==> src/rtl/timing_decode_unit.sv <==
// Sequence counter, instruction register and opcode/timing decoder for the
// basic computer control unit; the run flip-flop gates every timing strobe.
module timing_decode_unit (
  input  logic        clk,
  input  logic        rst,
  input  logic        start,
  input  logic        hlt,
  input  logic        sc_clr,
  input  logic [15:0] bus,
  output logic [7:0]  T,
  output logic [7:0]  D,
  output logic        I,
  output logic [15:0] B,
  output logic [15:0] ir,
  output logic        running
);

  logic [2:0]  sc_reg;
  logic [2:0]  sc_next;
  logic [15:0] ir_reg;
  logic [15:0] ir_next;
  logic        i_reg;
  logic        i_next;
  logic        s_reg;
  logic        s_next;

  logic        t1_end;
  logic        t2_end;

  // Fetch captures only complete while running; a halt in the same cycle wins.
  assign t1_end = s_reg && (sc_reg == 3'd1) && !hlt;
  assign t2_end = s_reg && (sc_reg == 3'd2) && !hlt;

  always_comb begin
    s_next  = s_reg;
    sc_next = sc_reg;
    ir_next = ir_reg;
    i_next  = i_reg;

    if (hlt) begin
      s_next = 1'b0;
    end else if (start) begin
      s_next = 1'b1;
    end

    // SC is already zero whenever S=0, so clearing it on hlt keeps the
    // restart-at-T0 guarantee without a separate idle case.
    if (hlt) begin
      sc_next = 3'd0;
    end else if (s_reg) begin
      if (sc_clr) begin
        sc_next = 3'd0;
      end else begin
        sc_next = sc_reg + 3'd1;
      end
    end

    if (t1_end) begin
      ir_next = bus;
    end

    if (t2_end) begin
      i_next = ir_reg[15];
    end
  end

  always_ff @(posedge clk) begin
    if (rst) begin
      s_reg  <= 1'b0;
      sc_reg <= 3'd0;
      ir_reg <= 16'h0000;
      i_reg  <= 1'b0;
    end else begin
      s_reg  <= s_next;
      sc_reg <= sc_next;
      ir_reg <= ir_next;
      i_reg  <= i_next;
    end
  end

  genvar gi;
  generate
    for (gi = 0; gi < 8; gi++) begin : g_decode
      assign T[gi] = s_reg && (sc_reg == gi[2:0]);
      assign D[gi] = (ir_reg[14:12] == gi[2:0]);
    end
  endgenerate

  assign I       = i_reg;
  assign B       = {4'b0000, ir_reg[11:0]};
  assign ir      = ir_reg;
  assign running = s_reg;

endmodule

==> config.mk <==
export PLATFORM = sky130hd
export DESIGN_NAME = timing_decode_unit
export DESIGN_NICKNAME = d
export VERILOG_FILES = /design/src/rtl/timing_decode_unit.sv
export SDC_FILE = /design/constraint.sdc
export NUM_CORES = 1
export LEC_CHECK = 0
export CAP_MARGIN = 20
export CORE_MARGIN = 2
export CORE_UTILIZATION = 38
export CTS_CLUSTER_DIAMETER = 120
export DETAILED_ROUTE_END_ITERATION = 10
export PLACE_DENSITY = 0.79
export SLEW_MARGIN = 20
export SYNTH_ARGS = -nofsm -noshare
export SYNTH_HDL_FRONTEND = slang
export SYNTH_SLANG_ARGS = --single-unit
==> constraint.sdc <==
create_clock -name clk -period 1.7 [get_ports clk]
set_input_delay 0.255 -clock clk [delete_from_list [all_inputs] [get_ports clk]]
set_output_delay 0.255 -clock clk [all_outputs]
set_load 0.01 [all_outputs]
* Yosys cells after proc, flatten, opt, wreduce, memory -nomap -nowiden *
Cells that the tools add are included.

cells by class
  equality and inequality tests = 14
  reductions and logical operators = 14
  add/subtract/negate cells = 1
  multiplexer cells = 1

operators by type and width
  kind                                            count
  == test 3 bit (second input constant)           8
  == test 3 x 2 -> 1 bit (second input constant)  4
  logical AND 1 bit                               10
  == test 3 x 1 -> 1 bit (second input constant)  2
  logical NOT 3 bit                               2
  adder 3 x 1 -> 3 bit (second input constant)    1
  two-way mux 3 bit                               1
  OR reduction 2 bit                              1
  logical NOT 1 bit                               1

word-level totals
  flip-flop bits (word level) = 21
  input port bits = 21
  logic and storage cells = 34
  output and inout port bits = 50

* Logic depth before layout (Yosys ltp) *
Gate-level depths: netlist (run 1).

  depth in word-level cells = 3
  mapped depth = 6
  gate-level depth less buffers = 4

* Worst setup path after synthesis (run 1) *
No wires, ideal clock.

  path kind = register to register
  from = reg sc_reg[0]
  to = reg sc_reg[2]
  clock period less this slack = 1.408 ns
  arrival = 1.338 ns
  slack = 0.292 ns
  path buffers = 0
  stages on the path, launching flop included = 5
  data required time = 1.630 ns
  setup time = 0.070 ns
  path through = dfxtp_1 > ha_1 > ha_1 > or3b_2 > a21oi_1

between the ends
  word-level cells in the longest chain between the ends = 2

RTL lines
  element                 line  text
  from (decl)             18    logic [2:0] sc_reg;
  from (signal assigned)  75    sc_reg <= sc_next;
  adder 3 x 1 -> 3 bit    54    sc_next = sc_reg + 3'd1;
  two-way mux 3 bit       51    if (sc_clr) begin

No other way between the ends.
A chain may end at the register's enable or synchronous reset.

* Worst setup path in the final report (run 1) *
  from = reg sc_reg[0]
  to = out T[2]

between the ends
  word-level cells in the longest chain between the ends = 2

RTL lines
  element                 line  text
  == test 3 x 2 -> 1 bit  84    assign T[gi] = s_reg && (sc_reg == gi[2:0]);
  logical AND 1 bit       84
  to (decl)               10    output logic [7:0] T,

No other way between the ends.

==> results of run 1 <==
[placed cells by master, fill, tap and decap left out]
master / netlist / routed
clkbuf_4: 0 / 3
conb_1: 1 / 4
ha_1: 6 / 3
nor2_1: 3 / 3
nor3b_1: 3 / 3
a21oi_1: 3 / 3
and3_1: 1 / 1
dfxtp_4: 0 / 6
buf_4: 16 / 7
ha_4: 0 / 1
or2b_1: 1 / 1
mux2i_1: 17 / 17
nand2b_1: 35 / 35
buf_6: 1 / 1
buf_2: 0 / 2
nand3b_1: 1 / 1
clkbuf_1: 4 / 1
and2_1: 5 / 5
dfxtp_1: 21 / 14
buf_12: 1 / 1
nand2_1: 1 / 1
or3b_2: 2 / 2
ha_2: 0 / 2
dfxtp_2: 0 / 1
and4bb_1: 1 / 1
and4bb_2: 1 / 1
nor3_1: 1 / 1
clkdlybuf4s50_1: 0 / 49
and3b_1: 2 / 2
dlymetal6s2s_1: 0 / 5
inv_1: 3 / 3
and2b_2: 1 / 1
dlygate4sd2_1: 0 / 7
clkbuf_2: 0 / 1
clkdlybuf4s15_1: 0 / 2
or2_2: 1 / 1
and3_2: 3 / 3
[cells by family (layout without fill, tap and decap cells)]
logic type | Yosys count | count (layout) | synth area share
AOI/OAI and AO/OA | 3 | 3 | 0.0118
adders and majority gates | 6 | 6 | 0.0589
buffers and inverters | 25 | 82 | 0.139
DFF | 21 | 21 | 0.330
muxes | 17 | 17 | 0.134
other | 1 | 4 | 0.00294
and+or+nand+nor | 62 | 62 | 0.323
[worst min path at each step]
stage          slack [ns]  depth (start not counted)                    to          startpoint
3_5_place_dp         0.48                          2    ir[9]$_SDFFE_PP0P_  ir[9]$_SDFFE_PP0P_
5_1_grt              0.52                          2        I$_SDFFE_PP0P_      I$_SDFFE_PP0P_
2_1_floorplan        0.37                          2  running$_SDFFE_PP0P_               start
6_report             0.49                          2        I$_SDFFE_PP0P_      I$_SDFFE_PP0P_
3_3_place_gp         0.46                          2        I$_SDFFE_PP0P_      I$_SDFFE_PP0P_
4_1_cts              0.50                          2        I$_SDFFE_PP0P_      I$_SDFFE_PP0P_
[routing by layer]
metal  track usage  up-vias
met5             0        -
met1         0.168      484
met4        0.0274        0
li1              -      535
met2         0.266       40
met3        0.0290        2
[power groups by stage]
stage / registers, uW / clock network (uW) / logic, uW
6_report: 488 / 228 / 107
5_1_grt: 489 / 272 / 117
4_1_cts: 491 / 244 / 108
3_5_place_dp: 508 / 0 / 108
3_3_place_gp: 508 / 0 / 106
2_1_floorplan: 508 / 0 / 48.9
[per-stage QoR]
step | power [uW] | worst slack (ns)
global route | 878 | 0.00133
detailed placement | 616 | 0.0996
global placement | 613 | 0.124
CTS | 843 | 0.00825
floorplan | 557 | 0.292
finish | 823 | 0.0844
[worst max-delay path: stages (launching register included)]
cell	delay, ns
dfxtp_2	0.38
inv_1	0.07
ha_1	0.21
and2_1	0.14
dlygate4sd2_1	0.27
[what timing repair did]
| item | CTS | global route |
|---|---|---|
| gates resized for setup | 30 | 15 |
| hold endpoints to repair | 0 | 0 |
| pin swaps | 0 | 0 |
| cloned | 0 | 0 |
| setup buffers | 1 | 4 |
| endpoints found under the setup margin | 17 | 10 |
[final cells by class]
cell class | count | area, um^2 | share of cell area
clock buffer | 4 | 26.3 | 0.0133
sequential | 21 | 444 | 0.225
inverter | 3 | 11.3 | 0.00570
multi-input combinational | 92 | 704 | 0.356
timing repair buffer | 75 | 733 | 0.371
tap | 46 | 57.6 | 0.0291
==> results.md, run 1 <==
* Worst hold-check path type: register to register
* Die H at 61.9 um
* Routed vias/inst at 4.40
* Post-route cell area at 1980 um^2
* Starting DRC count in detailed routing at 24
* Largest net degree at the start of global routing at 29
* Drc violations at 0
* Synth unique cells at 26
* Clk slew on worst S/H paths at 0.11 ns
* Vias in the first global route at 982
* Gate Count Post-Synth at approximately 140
* Post-synth top area cell: dfxtp_1
* WS Path Type: register to output port
* Post-synth EDFFs at 0
* Min Tclk post-route at 1.62 ns
* WL met1 at 1180 um
* Max IR drop VDD at 0.309 mV
* Crit path capture: T[2]
* Layout cell share with drive strength beyond 1 at 0.169
* Post-DRT Antenna Nets at 0
* Max FFs per register at 16
* CP Launch Type: register
* Sequential share of the synthesized area at 0.330
* Die footprint at approximately 3800 um^2
* Die W at 61.9 um
* N_diodes at 0
* Clock Skew at 0.00291 ns
* TritonCTS clock tree: yes
* Max-cap violations at 0
* Commonest cells in the synthesized netlist: nand2b_1, dfxtp_1, mux2i_1, buf_4, ha_1
* Reg power frac at 0.593
* Status: complete, no violations
* Synth-to-layout area growth at 55.2%
* DR WL met2 at around 1400 um
* P per Cell Area at 416 nW/um^2
* Routed Wire Length at 2710 um
* DR pass1 iterations at 4
* Root Driver: clkbuf_4
* Placed cell area at 1880 um^2
* Rows at 21
* Register bit total from synthesis at 21
* Most used flip-flop cell after synthesis: dfxtp_1
* CP endpoint kind: output port
* Cell Count Post-Placement at 232
* Unrepaired setup endpoints after global routing: no
* Most numerous cell in the Yosys netlist: nand2b_1
* Final Hold Viols at 0
* Fill count at 308
* Avg Inst Size Synth at 9.43 um^2
* HPWL Detailed at 2080 um
* Final setup violation count at 0
* CTS Buffer Depth at 2
* Reg2reg start: sc_reg[0]$_SDFFE_PP0P_
* Final Instance Count excl. Fillers at 241
* Core area at 3280 um^2
* Setup crit start: sc_reg[0]$_SDFFE_PP0P_
* Power share of the clock group at 0.277
* Initial antenna violation count at 0
* Final Max Slew Viols at 0
* Asr flop ratio synth at 0
* First-pass GRT wire length at 4150 um
* Final core utilization at 0.602
* Post-synth top area share at 0.330
* Hold Slack at 0.493 ns
* Routed WL per cell at 11.2 um
* CTS sink cnt at 21
* P_int at roughly 650 uW
* RePlAce Congestion at 0.807
* Initial Util at 0.388
* Met3 wire length at around 170 um
* Remaining Overflow, GRT at 0
* Io pins at 71
* Top sig layer: met4
* Netlist Area Pre-Place at 1270 um^2
* YS warnings at 0
* Vias at about 1100
* Register-to-Register Path Depth at 5
* Sw Ratio at 0.212
* H-Tree Depth at 1
* Crit path max fanout at 4
* Pleak at 0.000848 uW
* Comb power frac at 0.130
* WP data arrival at 1.36 ns
* Final-stage net count at 223
* Sw Pwr at 174 uW
* TritonCTS Buffers at 3
* Worst-Skew Late Latency at 0.29 ns
* Fin crit share at 0.950
* Hold_buf cts at 0
* Worst EP required at about 1.4 ns
* IO buf count at between 60 and 70
* Total track usage at 0.143
* Reg-to-reg endpoint: sc_reg[2]$_SDFFE_PP0P_
* Fin Setup TNS at 0 ns
* Highest Clock Rate at 0.619 GHz
* Synth top area cells: dfxtp_1, nand2b_1, mux2i_1
* R2R Setup Slk at 0.17 ns
(Power assumes the default switching activity.)
==> run 2: changes to the inputs <==
--- a/config.mk
+++ b/config.mk
@@ -11,6 +11,7 @@
 export CTS_CLUSTER_DIAMETER = 120
 export DETAILED_ROUTE_END_ITERATION = 10
 export PLACE_DENSITY = 0.79
+export RECOVER_POWER = 100
 export SLEW_MARGIN = 20
 export SYNTH_ARGS = -nofsm -noshare
 export SYNTH_HDL_FRONTEND = slang
==> run 2 against run 1 <==
Compared with the run above: hold slack got worse by 0.0014 ns; first-iteration DRC count did not move; clock skew fell by 0.00068 ns; clock power barely moved; sequential share of layout area rose by 0.29 points; non-clock buffer count did not move; routed wire length rose by 1.0%; design area fell by 1.3%; largest cell class unchanged; critical path depth did not move; register-to-register slack barely moved.
==> results.md, run 2 (synthesis results as in run 1) <==
* Status: complete, no violations
* Die H at 61.9 um (unchanged)
* Routed vias/inst at 4.42 (+0.47%)
* CTS Buffer Depth at 2 (unchanged)
* Sw Ratio at 0.213 (+0.00166)
* TritonCTS clock tree: yes
* Layout cell share with drive strength beyond 1 at 0.169 (unchanged)
* Drc violations at 0 (unchanged)
* P per Cell Area at 420 nW/um^2 (+0.84%)
* RePlAce Congestion at 0.807 (unchanged)
* Fin Setup TNS at 0 ns (unchanged)
* Vias at 1066 (+0.47%)
* Worst hold-check path type: register to register
* Fin crit share at 0.953 (+0.00256)
* Worst EP required at 1.44 ns (about the same)
* Most frequent cells in the layout: clkdlybuf4s50_1, nand2b_1, mux2i_1, dfxtp_1, dlygate4sd2_1
* P_int at 645 uW (-0.65%)
* Max FFs per register at 16 (unchanged)
* Final-stage net count at 223 (unchanged)
* Routed WL per cell at 11.3 um (+1.0%)
* Root Driver: clkbuf_4
* Final core utilization at 0.594 (-0.00762)
* Final setup violation count at 0 (unchanged)
* Crit-path slowest cell: dfxtp_4
* CP endpoint kind: output port
* Highest Clock Rate at 0.617 GHz (-0.27%)
* N_diodes at 0 (unchanged)
* Rows at 21 (unchanged)
* Routed Wire Length at 2730 um (+1.0%)
* Top sig layer: met4
* Vias in the first global route at 982 (unchanged)
* Synth-to-layout area growth at 53.2%
* Die footprint at 3830 um^2 (unchanged)
* Remaining Overflow, GRT at 0 (unchanged)
* WP data arrival at 1.36 ns (about the same)
* Clk slew on worst S/H paths at 0.11 ns (about the same)
* Min Tclk post-route at 1.62 ns (+0.00435 ns)
* Cell Count Post-Placement at 232 (unchanged)
* DP Worst Slack at 0.0996 ns (unchanged)
* Post-route cell area at 1950 um^2 (-1.3%)
* Post-DRT Antenna Nets at 0 (unchanged)
* Core area at 3280 um^2 (unchanged)
* Max-cap violations at 0 (unchanged)
* Comb power frac at 0.125 (-0.005)
* Crit path max fanout at 4 (unchanged)
* DR pass1 iterations at 3 (-1)
* Die W at 61.9 um (unchanged)
* Sw Pwr at 175 uW (+0.34%)
* Unrepaired setup endpoints after global routing: no
* WL met1 at 1200 um (+2.0%)
* H-Tree Depth at 1 (unchanged)
* Final worst slack at 0.0800 ns (-0.00435 ns)
* WS Path Type: register to output port
* Clock Skew at 0.00224 ns (-0.000676 ns)
* Largest net degree at the start of global routing at 29 (unchanged)
* CP peak stage delay at 0.39 ns (about the same)
* DR WL met2 at 1360 um (+0.37%)
* TritonCTS Buffers at 3 (unchanged)
* Power share of the clock group at 0.280 (+0.003)
* IO buf count at 66 (unchanged)
* Crit path buffers/inverters at 2 (unchanged)
* CP Launch Type: register
* First-pass GRT wire length at 4150 um (unchanged)
* Cells along the critical path: inv_1, ha_2, and3_2, clkdlybuf4s15_1
* Reg power frac at 0.596 (+0.003)
* HPWL Detailed at 2080 um (unchanged)
* Starting DRC count in detailed routing at 24 (unchanged)
* R2R Setup Slk at 0.17 ns (about the same)
* Placed cell area at 1880 um^2 (unchanged)
* Top delay family on crit path: flip-flops
* Hold_buf cts at 0 (unchanged)
* Pleak at 0.000787 uW (-7.2%)
* CTS sink cnt at 21 (unchanged)
* Worst-Skew Late Latency at 0.29 ns (about the same)
* Met3 wire length at 165 um (-1.2%)
* Initial Util at 0.388 (unchanged)
* Final Hold Viols at 0 (unchanged)
* Initial antenna violation count at 0 (unchanged)
* Final Instance Count excl. Fillers at 241 (unchanged)
* Total track usage at 0.143 (unchanged)
* Io pins at 71 (unchanged)
* Max IR drop VDD at 0.307 mV (-0.54%)
* Final Max Slew Viols at 0 (unchanged)
* Most common cell after layout, fill and taps aside: clkdlybuf4s50_1
-- run 2: metrics by stage --
| stage | total power (uW) | hold slack (ns) |
|---|---|---|
| final | 819 | 0.491 |
| after global routing | 873 | 0.524 |
| after CTS | 843 | 0.501 |
| after detailed placement | 616 | 0.480 |
| after global placement | 613 | 0.464 |
| after floorplan | 557 | 0.371 |
-- run 2: worst paths after layout --
kind / startpoint / end / cells after the start
worst min register to register: I$_SDFFE_PP0P_ / I$_SDFFE_PP0P_ / 2
worst max-delay path: sc_reg[1]$_SDFFE_PP0P_ / T[5] / 4
worst max register to register: sc_reg[0]$_SDFFE_PP0P_ / sc_reg[2]$_SDFFE_PP0P_ / 5
worst min-delay path: I$_SDFFE_PP0P_ / I$_SDFFE_PP0P_ / 2
-- run 2: repair_timing --
item / 4_1_cts / 5_1_grt
setup buffers: 1 / 4
setup endpoints to repair: 17 / 10
resized for setup: 30 / 15
-- run 2: cell type report --
type,instances,area [um^2]
tap,46,57.6
clock buffer,4,26.3
fill,312,1330
inverter,3,11.3
sequential,21,444
multi-input combinational,92,704
timing repair buffer,75,708
-- run 2: power groups by stage --
stage / registers, uW / clock network [uW] / logic [uW]
after floorplan: 508 / 0 / 48.9
after global placement: 508 / 0 / 106
after detailed placement: 508 / 0 / 108
after CTS: 491 / 244 / 108
after global routing: 489 / 272 / 112
final: 488 / 229 / 102
-- run 2: per-layer routing --
metal	track usage	vias up
met2	0.266	40
met3	0.0290	2
li1	-	538
met4	0.0274	0
met5	0	-
met1	0.168	486
-- run 2: tightest hold or removal path, stage by stage, from the launching register on --
cell and delay [ns]:
dfxtp_1 0.33, nand2b_1 0.07, mux2i_1 0.06
==> run 3: changes to the inputs <==
--- a/config.mk
+++ b/config.mk
@@ -6,11 +6,12 @@
 export NUM_CORES = 1
 export LEC_CHECK = 0
 export CAP_MARGIN = 20
-export CORE_MARGIN = 2
-export CORE_UTILIZATION = 38
+export CORE_MARGIN = 5
+export CORE_UTILIZATION = 45
 export CTS_CLUSTER_DIAMETER = 120
 export DETAILED_ROUTE_END_ITERATION = 10
-export PLACE_DENSITY = 0.79
+export DONT_BUFFER_PORTS = 1
+export PLACE_DENSITY = 0.6
 export RECOVER_POWER = 100
 export SLEW_MARGIN = 20
 export SYNTH_ARGS = -nofsm -noshare
==> constraint.sdc (replaced) <==
create_clock -name clk -period 1.5 [get_ports clk]
set_input_delay 0.225 -clock clk [delete_from_list [all_inputs] [get_ports clk]]
set_output_delay 0.225 -clock clk [all_outputs]
set_load 0.01 [all_outputs]
==> run 3 against run 2 <==
Compared with the run above: design area fell by 36%; critical path depth decreased by 3; global-route usage fell by 3.2 points; clock skew up 0.0033 ns; worst setup slack got worse by 0.062 ns; sequential share of layout area is 11 points higher; sequential power grew 16%; combinational power down 55%; hold slack got worse by 0.43 ns; register-to-register slack got worse by 0.09 ns; cell count down 36%; core utilization fell by 14 points.
==> results.md, run 3 (synthesis results as in run 1) <==
* Status: complete, no violations
* CTS sink cnt at 21 (unchanged)
* Hold depth at 2 (unchanged)
* WP data arrival at 1.26 ns (-0.10 ns)
* Crit path max fanout at 10 (+6)
* Hold Slack at 0.0571 ns (-0.434 ns)
* Worst hold-check path type: input port to register
* Reg2reg start: sc_reg[0]$_SDFFE_PP0P_
* Max-cap violations at 0 (unchanged)
* Routed Wire Length at 2280 um (-16%)
* DR pass1 iterations at 4 (+1)
* Post-layout power at 874 uW (+6.6%)
* Post-DRT Antenna Nets at 0 (unchanged)
* Top delay family on crit path: flip-flops
* Reg power frac at 0.645 (+0.049)
* Routed WL per cell at 14.7 um (+30%)
* CP peak stage delay at 0.54 ns (+0.15 ns)
* Comb power frac at 0.053 (-0.072)
* Cells along the critical path: nor3b_1
* Final worst slack at 0.0184 ns (-0.0616 ns)
* Die W at 63.2 um (+2.1%)
* TritonCTS clock tree: yes
* Initial antenna violation count at 0 (unchanged)
* Most frequent cells in the layout: nand2b_1, dfxtp_1, mux2i_1, ha_1, conb_1
* H-Tree Depth at 1 (unchanged)
* Synth-to-layout area growth at -1.47%
* Highest Clock Rate at 0.675 GHz
* Initial Util at 0.466 (+0.0781)
* Post-route cell area at 1250 um^2 (-36%)
* Clk slew on worst S/H paths at 0.11 ns (about the same)
* Routed vias/inst at 5.30 (+20%)
* Fill count at 270 (-13%)
* HPWL Detailed at 1720 um (-17%)
* Sw Pwr at 184 uW (+5.4%)
* CP endpoint kind: output port
* R2R Setup Slk at 0.08 ns (-0.09 ns)
* Starting DRC count in detailed routing at 26 (+8.3%)
* Core area at 2730 um^2 (-17%)
* Layout cell share with drive strength beyond 1 at 0.185 (+0.0163)
* Final-stage net count at 152 (-32%)
* Vias in the first global route at 768 (-22%)
* Drc violations at 0 (unchanged)
* CP Launch Type: register
* Setup Buffers After CTS at 0 (-1)
* Rows at 19 (-9.5%)
* Clock Skew at 0.00550 ns (+0.00326 ns)
* Hold Path End: running$_SDFFE_PP0P_
* Io pins at 71 (unchanged)
* Crit-path slowest cell: dfxtp_1
* Fin Setup TNS at 0 ns (unchanged)
* First-pass GRT wire length at 3640 um (-12%)
* Sw Ratio at 0.211 (-0.00244)
* Min Tclk post-route at ~1.5 ns
* Final setup violation count at 0 (unchanged)
* Hold_buf cts at 0 (unchanged)
* Vias at 821 (-23%)
* CTS Buffer Depth at 2 (unchanged)
* TritonCTS Buffers at 3 (unchanged)
* Register-to-Register Path Depth at 4 (-1)
* Reg-to-reg endpoint: sc_reg[2]$_SDFFE_PP0P_
* N_diodes at 0 (unchanged)
* Worst-Skew Late Latency at 0.29 ns (about the same)
* Die footprint at 3990 um^2 (+4.3%)
* DP Worst Slack at 0.0288 ns (-0.0708 ns)
* Final Hold Viols at 0 (unchanged)
* WS Path Type: register to output port
* P_int at 690 uW (+7.0%)
* Remaining Overflow, GRT at 0 (unchanged)
* IO buf count at 0 (-100%)
* RePlAce Congestion at 0.749 (-7.2%)
* Fin crit share at 0.988
* Most common cell after layout, fill and taps aside: nand2b_1
* Power share of the clock group at 0.302 (+0.022)
* Max IR drop VDD at 0.488 mV (+59%)
* Hold Crit Start: start
* Pleak at 0.000460 uW (-42%)
* Unrepaired setup endpoints after global routing: yes
* Placed cell area at 1200 um^2 (-36%)
* P per Cell Area at 696 nW/um^2 (+66%)
* Worst EP required at 1.27 ns (-0.17 ns)
* Die H at 63.2 um (+2.1%)
* Crit path buffers/inverters at 0 (-2)
* Total track usage at 0.110 (-0.0323)
* Final Max Slew Viols at 0 (unchanged)
* Root Driver: clkbuf_4
* Largest net degree at the start of global routing at 35 (+21%)
* Max FFs per register at 16 (unchanged)
-- run 3: changes by cell type in the layout (fill, tap and decap cells not counted), moves of 3 or more --
| cell | previous run | this run |
|---|---|---|
| clkdlybuf4s50_1 | 48 | 0 |
| clkdlybuf4s25_1 | 3 | 0 |
| dfxtp_4 | 6 | 1 |
| dlygate4sd2_1 | 7 | 0 |
| clkbuf_2 | 3 | 0 |
| buf_4 | 6 | 3 |
| dfxtp_1 | 14 | 17 |
-- run 3: worst reg2reg max path: cells and delay by family, from the launching register on --
family	cells	cell delay, ns
AND/OR/NAND/NOR	1	0.45
adder cells (fa/ha/maj)	2	0.41
flip-flops	1	0.38
AO/OA/AOI/OAI	1	0.12
-- run 3: worst max-delay path by stage --
stage	end	from	cells after the start
global route	D[4]	ir[14]$_SDFFE_PP0P_	1
global placement	sc_reg[2]$_SDFFE_PP0P_	sc_reg[0]$_SDFFE_PP0P_	4
CTS	D[2]	ir[13]$_SDFFE_PP0P_	1
floorplan	sc_reg[2]$_SDFFE_PP0P_	sc_reg[0]$_SDFFE_PP0P_	4
finish	D[2]	ir[13]$_SDFFE_PP0P_	1
detailed placement	sc_reg[2]$_SDFFE_PP0P_	sc_reg[0]$_SDFFE_PP0P_	4
-- run 3: per-layer routing --
| metal | track usage | part of all wire | wire length (um) | up-vias |
|---|---|---|---|---|
| met1 | 0.119 | 0.40 | 910 | 385 |
| met2 | 0.182 | 0.48 | 1090 | 39 |
| li1 | - | - | - | 395 |
| met4 | 0.0468 | 0.0092 | 21 | 0 |
| met5 | 0 | 0 | 0 | - |
| met3 | 0.0533 | 0.11 | 261 | 2 |
-- run 3: cell type report --
cell class | instances | area, um^2 | area share
tap | 31 | 38.8 | 0.0309
inverter | 3 | 11.3 | 0.00897
clock buffer | 4 | 26.3 | 0.0209
timing repair buffer | 4 | 42.5 | 0.0339
multi-input combinational | 92 | 708 | 0.564
sequential | 21 | 428 | 0.341
-- run 3: what timing repair did --
| action | CTS | global route |
|---|---|---|
| resized for setup | 1 | 9 |
| endpoints found under the hold margin | 0 | 0 |
| endpoints found under the setup margin | 4 | 12 |
| pin swaps | 0 | 1 |
-- run 3: through the flow --
step           cells  utilization
6_report         155        0.459
5_1_grt          155        0.459
4_1_cts          155        0.449
3_5_place_dp     151        0.439
3_3_place_gp     151        0.439
2_1_floorplan    138            -
-- run 3: power by group through the flow --
stage / Sequential, uW / Combinational, uW / Clock [uW]
2_1_floorplan: 575 / 55.4 / 0
3_3_place_gp: 577 / 44.3 / 0
3_5_place_dp: 578 / 46.0 / 0
4_1_cts: 565 / 46.0 / 286
5_1_grt: 565 / 50.5 / 311
6_report: 564 / 46.1 / 264
